--- src/rtl/av_fft_loader.sv ---
// Avalon-MM loader: streams host sample writes into per-channel FFT RAM, then starts and tracks the FFT.
// Sample write -> mem_we after 1 clk; STATUS read data after 1 clk; no waitrequest, so accepted writes are never stalled.
module av_fft_loader #(
  parameter int DATA_W     = 16,
  parameter int N_SAMPLES  = 512,
  parameter int N_CH       = 4,
  parameter int ADDR_W     = 10,
  parameter int AUTO_START = 1,
  localparam int CH_W      = (N_CH > 1) ? $clog2(N_CH) : 1
) (
  input  logic              clk,
  input  logic              rst,
  input  logic              slave_chipselect,
  input  logic              slave_write,
  input  logic              slave_read,
  input  logic [ADDR_W-1:0] slave_address,
  input  logic [31:0]       slave_writedata,
  output logic [31:0]       slave_readdata,
  output logic              mem_we,
  output logic [ADDR_W-1:0] mem_addr,
  output logic [CH_W-1:0]   mem_ch,
  output logic [DATA_W-1:0] mem_data,
  output logic              fft_start,
  output logic [CH_W-1:0]   fft_ch,
  input  logic              fft_done
);

  typedef enum logic [1:0] {
    S_IDLE  = 2'd0,
    S_LOAD  = 2'd1,
    S_START = 2'd2,
    S_RUN   = 2'd3
  } state_t;

  localparam int CNT_W = $clog2(N_SAMPLES + 1);
  localparam logic [CNT_W-1:0]  CNT_MAX   = CNT_W'(N_SAMPLES);
  localparam logic [ADDR_W-1:0] CMD_ADDR  = ADDR_W'(N_SAMPLES);
  localparam logic [ADDR_W-1:0] STAT_ADDR = ADDR_W'(N_SAMPLES + 1);
  localparam logic [7:0]        N_CH_B    = 8'(N_CH);
  localparam logic [3:0] OP_ARM = 4'd1, OP_GO = 4'd2, OP_ABORT = 4'd3;

  state_t           state_q, state_d;
  logic [CNT_W-1:0] count_q;
  logic [CH_W-1:0]  ch_q;
  logic             done_q, err_q, ovr_q;

  logic       wr_en, rd_en, samp_wr, cmd_wr, stat_rd;
  logic [3:0] opcode;
  logic [7:0] arm_ch;
  logic       arm_ok, arm_bad, samp_acc, ovr_set, done_set;
  logic       unused_wd;

  assign wr_en     = slave_chipselect & slave_write;
  assign rd_en     = slave_chipselect & slave_read;
  assign samp_wr   = wr_en && (slave_address < CMD_ADDR);
  assign cmd_wr    = wr_en && (slave_address == CMD_ADDR);
  assign stat_rd   = rd_en && (slave_address == STAT_ADDR);
  assign opcode    = slave_writedata[3:0];
  assign arm_ch    = slave_writedata[15:8];
  assign fft_ch    = ch_q;
  assign unused_wd = ^slave_writedata;

  always_ff @(posedge clk) begin
    if (rst) state_q <= S_IDLE;
    else     state_q <= state_d;
  end

  always_comb begin
    state_d   = state_q;
    arm_ok    = 1'b0;
    arm_bad   = 1'b0;
    samp_acc  = 1'b0;
    done_set  = 1'b0;
    fft_start = 1'b0;
    ovr_set   = samp_wr && (state_q != S_LOAD);
    case (state_q)
      S_IDLE: begin
        if (cmd_wr && opcode == OP_ARM) begin
          if (arm_ch < N_CH_B) begin
            arm_ok  = 1'b1;
            state_d = S_LOAD;
          end else begin
            arm_bad = 1'b1;
          end
        end
      end
      S_LOAD: begin
        if (samp_wr) begin
          samp_acc = 1'b1;
          if (AUTO_START != 0 && count_q == CNT_MAX - 1'b1) state_d = S_START;
        end
        if (cmd_wr && opcode == OP_GO)    state_d = S_START;
        if (cmd_wr && opcode == OP_ABORT) state_d = S_IDLE;
      end
      S_START: begin
        fft_start = 1'b1;
        state_d   = S_RUN;
      end
      S_RUN: begin
        // A completion that lands with an ABORT still counts as done.
        if (fft_done) begin
          done_set = 1'b1;
          state_d  = S_IDLE;
        end else if (cmd_wr && opcode == OP_ABORT) begin
          state_d = S_IDLE;
        end
      end
      default: state_d = S_IDLE;
    endcase
  end

  always_ff @(posedge clk) begin
    if (rst) begin
      count_q        <= '0;
      ch_q           <= '0;
      done_q         <= 1'b0;
      err_q          <= 1'b0;
      ovr_q          <= 1'b0;
      mem_we         <= 1'b0;
      mem_addr       <= '0;
      mem_ch         <= '0;
      mem_data       <= '0;
      slave_readdata <= '0;
    end else begin
      mem_we <= samp_acc;
      if (samp_acc) begin
        mem_addr <= slave_address;
        mem_ch   <= ch_q;
        mem_data <= slave_writedata[DATA_W-1:0];
        if (count_q != CNT_MAX) count_q <= count_q + 1'b1;
      end
      if (arm_ok) begin
        ch_q    <= arm_ch[CH_W-1:0];
        count_q <= '0;
        done_q  <= 1'b0;
      end
      if (rd_en) begin
        slave_readdata <= stat_rd ? {16'(count_q), 8'(ch_q), 2'b00, state_q,
                                     ovr_q, err_q, done_q, state_q != S_IDLE}
                                  : 32'd0;
      end
      // Clear-on-read first so a set arriving in the same cycle is not lost.
      if (stat_rd) begin
        done_q <= 1'b0;
        err_q  <= 1'b0;
        ovr_q  <= 1'b0;
      end
      if (done_set) done_q <= 1'b1;
      if (arm_bad)  err_q  <= 1'b1;
      if (ovr_set)  ovr_q  <= 1'b1;
    end
  end

endmodule

--- config.mk ---
export PLATFORM = sky130hd
export DESIGN_NAME = av_fft_loader
export DESIGN_NICKNAME = d
export VERILOG_FILES = /design/src/rtl/av_fft_loader.sv
export SDC_FILE = /design/constraint.sdc
export NUM_CORES = 1
export LEC_CHECK = 0
export CAP_MARGIN = 20
export CORE_UTILIZATION = 42
export CTS_CLUSTER_DIAMETER = 200
export DETAILED_ROUTE_END_ITERATION = 10
export GPL_ROUTABILITY_DRIVEN = 0
export HOLD_SLACK_MARGIN = 0.02
export MAX_ROUTING_LAYER = met4
export PLACE_DENSITY = 0.9
export SLEW_MARGIN = 10
export SYNTH_ARGS = -nofsm -noshare
export SYNTH_HDL_FRONTEND = slang
export SYNTH_SLANG_ARGS = --single-unit
--- constraint.sdc ---
create_clock -name clk -period 1.8 [get_ports clk]
set_input_delay 0.18 -clock clk [delete_from_list [all_inputs] [get_ports clk]]
set_output_delay 0.18 -clock clk [all_outputs]
set_load 0.05 [all_outputs]
# Word level (Yosys, flattened, before mapping)
# Cells that the tools add are included.
[op_classes]
add_sub_neg = 1
order_cmp = 2
eq_ne = 16
n_mux = 27
bitwise = 2
reduce_logical = 15
[ops]
columns = ["operator", "n"]
rows = [
  ["$mux W26", 1],
  ["$eq A10 B10 Y1 const B", 2],
  ["$mux W1", 17],
  ["$mux W2", 8],
  ["$add A10 B1 Y10 const B", 1],
  ["$eq A10 B9 Y1 const B", 1],
  ["$lt A10 B10 Y1 const B", 1],
  ["$ne A10 B10 Y1 const B", 1],
  ["$eq A4 B2 Y1 const B", 2],
  ["$lt A8 B3 Y1 const B", 1],
  ["$ne A4 B4 Y1 const B", 2],
  ["$pmux W2 S4", 1],
  ["$logic_and A1 B1 Y1", 7],
  ["$reduce_bool A2 Y1", 3],
  ["$reduce_and A5 Y1", 1],
  ["$eq A2 B2 Y1 const B", 2],
  ["$eq A4 B1 Y1 const B", 1],
  ["$ne A2 B2 Y1 const B", 2],
  ["$ne A3 B3 Y1 const B", 1],
  ["$reduce_bool A3 Y1", 1],
  ["$and A1 B1 Y1", 2],
  ["$eq A2 B1 Y1 const B", 1],
  ["$logic_not A2 Y1", 1],
  ["$ne A2 B1 Y1 const B", 1],
  ["2 further kinds", 2],
]
[word_totals]
register_bits = 78
in_bits = 48
out_inout_bits = 64

# Depth between registers and ports, before layout
[logic_depth]
word_depth = 8
ltp_mapped = 6
mapped_depth_nobuf = 6

# Least setup slack after synthesis
# OpenSTA, ideal clock, no wires.
[synth_path]
kind = "reg-to-reg"
from = "register with a tool-made name"
to = "register count_q[0]"
arrival_time_ns = 1.425
required_ns = 1.685
path_slack_ns = 0.260
path_stages_with_launch = 6
n_path_buf = 1
cell_sequence = "dfxtp_1 or2_2 or4_4 nand2_2 buf_6 nor2_1"
[synth_lines]
columns = ["element", "line", "source"]
rows = [
  ["end signal, assigned", "130", "if (count_q != CNT_MAX) count_q <= count_q + 1'b1;"],
  ["end, declared", "43", "logic [CNT_W-1:0] count_q;"],
]

# Final worst setup path
[layout_path]
from = "register ch_q[0] (netlist: fft_ch[0])"
to = "output fft_ch[0]"
[layout_lines]
columns = ["element", "line", "source"]
rows = [
  ["start, declared", "44", "logic [CH_W-1:0] ch_q;"],
  ["start signal, assigned", "133", "ch_q <= arm_ch[CH_W-1:0];"],
  ["end, declared", "24", "output logic [CH_W-1:0] fft_ch,"],
]
# No word-level cell between the ends.

==> impl_metrics.toml <==
[outcome]
status = "finished, final reports clean"

[timing]
slew_headroom_pct = 64.6
final.period_utilization_pct = 98.5
finClkSkew_ns = 0.00494
fin_ws_ns = 0.0263
timing.final.max_slew_violations = 0
totalNegativeSetupSlack_ns = 0
post-route-min-period_ns = 1.77
hold_viol_final = 0
tightestPinTransition_ns = 0.529
whs_ns = 0.127
rsz0062_at_grt = "no"
maxClockFrequency_mhz = 564
report.final.setup_viol = 0

[setup_path]
worst_setup_path_end_kind = "output pin"
timing.critical_path.slowest_cell_delay_ns = 0.84
critical_path.startpoint_type = "flip-flop"
r2r_cells = 6
cp.required_ns = 1.62
critical_path_buf_inv_count = 1
minimum_setup_slack_among_reg_to_reg_paths_ns = 0.12
cpLargestDelayFamily = "buffers and inverters"
path_depth = 1
critical_path_arrival_ns = 1.59
cpMaxStageDelayCell = "clkdlybuf4s50_1"
path_cells = "clkdlybuf4s50_1"
worst-path-max-fanout = 4
criticalPathCategory = "flip-flop to output pin"

[final_layout]
area_growth_syn_to_layout_pct = 48.4
final_design_area_no_fill_sq_um = 3870
fin_nets = 460
final-seq-area_sq_um = 1280
diodes = 0
final_layout_size_suffix_gt1_share_pct = 13.3
final.fill_count = 455
layout.core_utilization_pct = 65.1
stdcell_count = 490
multi_input_comb_area_sq_um = 1190

[grt]
gr-usage-met2_pct = 36.0
globalRouteOverflowTotal = 0
number_of_global_route_vias_before_repair = 2362
grt_util_all_layers_pct = 22.9
grt_start_max_net_pins = 44
antenna_found_initial = 0
groute.layer.met3.usage_pct = 4.94
grt_pass1_wl_um = 11000
globalRouteMet1Util_pct = 27.8
global_route.peak_usage_layer = "met2"

[logic_synthesis]
synth.yosys.seq_area_share_pct = 49.1
edff_count_synth = 0
post_synth_most_frequent_cells = "dfxtp_1, nand2_1, nor2_1"
synth.area.mux_share_pct = 1.15
ys_top_cells_by_area = "dfxtp_1, nand2_1, a21oi_1"
synth-xor-area-share_pct = 3.02
syn_area_per_cell_sq_um = 8.45
postSynthRegisterBits = 64
synth.lib_cells_used.distinct = 41
main_combinational_cell_family_by_area_after_synthesis = "simple AND/OR/NAND/NOR gates"
synth_adder_area_share_pct = 0.958
yosys_warnings = 0
synth_compound_gate_area_share_pct = 12.9
async_reset_ff_share_pct = 0
syn-cell-area_sq_um = 2610
synth_area_leader_cell = "dfxtp_1"
post_synth_inst_count = 309
leading_register_cell_type_out_of_synthesis = "dfxtp_1"
netlist.area_leader.share_pct = 49.1
post_synth_and_or_nand_nor_area_fraction_pct = 25.1

[pwr]
power.ir.vdd_worst_v = 0.000697
ratio_of_total_power_to_cell_area_nw_per_um2 = 819
report.power.total_mw = 3.17
total_leakage_power_nw = 1.42

[routing]
avgViaCountPerCell = 5.08
dr_vias = 2489
drt_first_pass_iters = 5
postRouteAntennaNets = 0
detail_route.iter0.violations = 212
remaining_drc_errors = 0
postRouteWirelength_um = 6960
avgRoutedWirePerCell_um = 14.2

[placement]
place.detailed.hpwl_um = 4950
dpl.cell_count = 473
port_buffers = 81
postPlaceCellArea_sq_um = 3600
dp_worst_setup_slack_ns = -0.274

[min_path]
min-delay-path-class = "input port to flip-flop"
timing.hold.worst_path_depth = 2

[clocking]
cts_tree = "built"
clk_pin_slew_ns = 0.07
cts-hold-fix-buffers = 0
clk_latency_ns = 0.34
clockBufferDepth = 2
h-tree-depth = 3
cts.sink_count = 64
clockRootBuffer = "clkbuf_8"
cts_buffers = 9

[die]
die_area_sq_um = 6540
design.portCount = 112
fp-row-count = 28
start_util_pct = 43.8
chipWidth_um = 80.9
core_area_sq_um = 5960
die-height_um = 80.9

[flow_run]
timing.max_cap.violations = 0
-- cells by family after synthesis --
| logic type | Yosys count |
|---|---|
| buf+inv | 35 |
| fa+ha+maj | 2 |
| other cells | 1 |
| mux | 3 |
| simple gates | 139 |
| flops | 64 |
| compound gates | 56 |
| xor+xnor | 9 |
-- power by group --
group          leakage [nW]  total, mW  internal [mW]  switching [mW]
combinational         0.782      0.219         0.0878           0.131
clock                 0.123       1.54          0.965           0.572
sequential            0.515       1.42           1.42        0.000606
total                  1.42       3.17           2.47           0.704
-- routing by layer --
layer	vias to the layer above	routed length, um
met5	-	0
met4	0	165
met3	17	393
met2	96	3420
met1	1152	2980
li1	1224	-
-- flip-flops by register name, summed over array words and instances, names as in the netlist, named ones only --
register / cells
state_q: 1
count_q: 10
mem_data: 16
mem_we: 1
mem_ch: 2
mem_addr: 10
ovr_q: 1
err_q: 1
fft_ch: 2
done_q: 1
slave_readdata: 18
-- what timing repair did --
action	CTS	global route
setup buffers	0	1
endpoints found under the setup margin	0	3
resized for setup	0	2
-- placed cells by master, fill, tap and decap left out, drive strengths merged, types with 4 or more instances in the layout --
cell / netlist / final
nor3: 7 / 7
nand3: 6 / 6
a22oi: 18 / 18
buf: 19 / 29
clkdlybuf4s50: 0 / 79
o21ai: 4 / 4
clkbuf: 12 / 10
dfxtp: 64 / 64
nand4: 4 / 4
conb: 1 / 14
nor2: 38 / 38
nand2: 65 / 65
xnor2: 6 / 6
inv: 4 / 5
a21oi: 30 / 30
-- cell type report --
cell class	instances	area share (%)
Inverter	4	0.387
Clock buffer	10	3.55
Sequential cell	64	33.1
Clock inverter	6	2.97
Multi-Input combinational cell	223	30.7
Timing Repair Buffer	108	26.9
Tap cell	75	2.42
-- path summary, 6_finish.rpt --
path,from,endpoint
worst max register to register,count_q[1]$_SDFFE_PP0P_,flip-flop
worst min register to register,mem_data[4]$_SDFFE_PP0P_,mem_data[4]$_SDFFE_PP0P_
worst min-delay path,rst,mem_data[11]$_SDFFE_PP0P_
worst max-delay path,fft_ch[0]$_SDFFE_PP0P_,fft_ch[0]
Power figures use the tool's default switching activity.
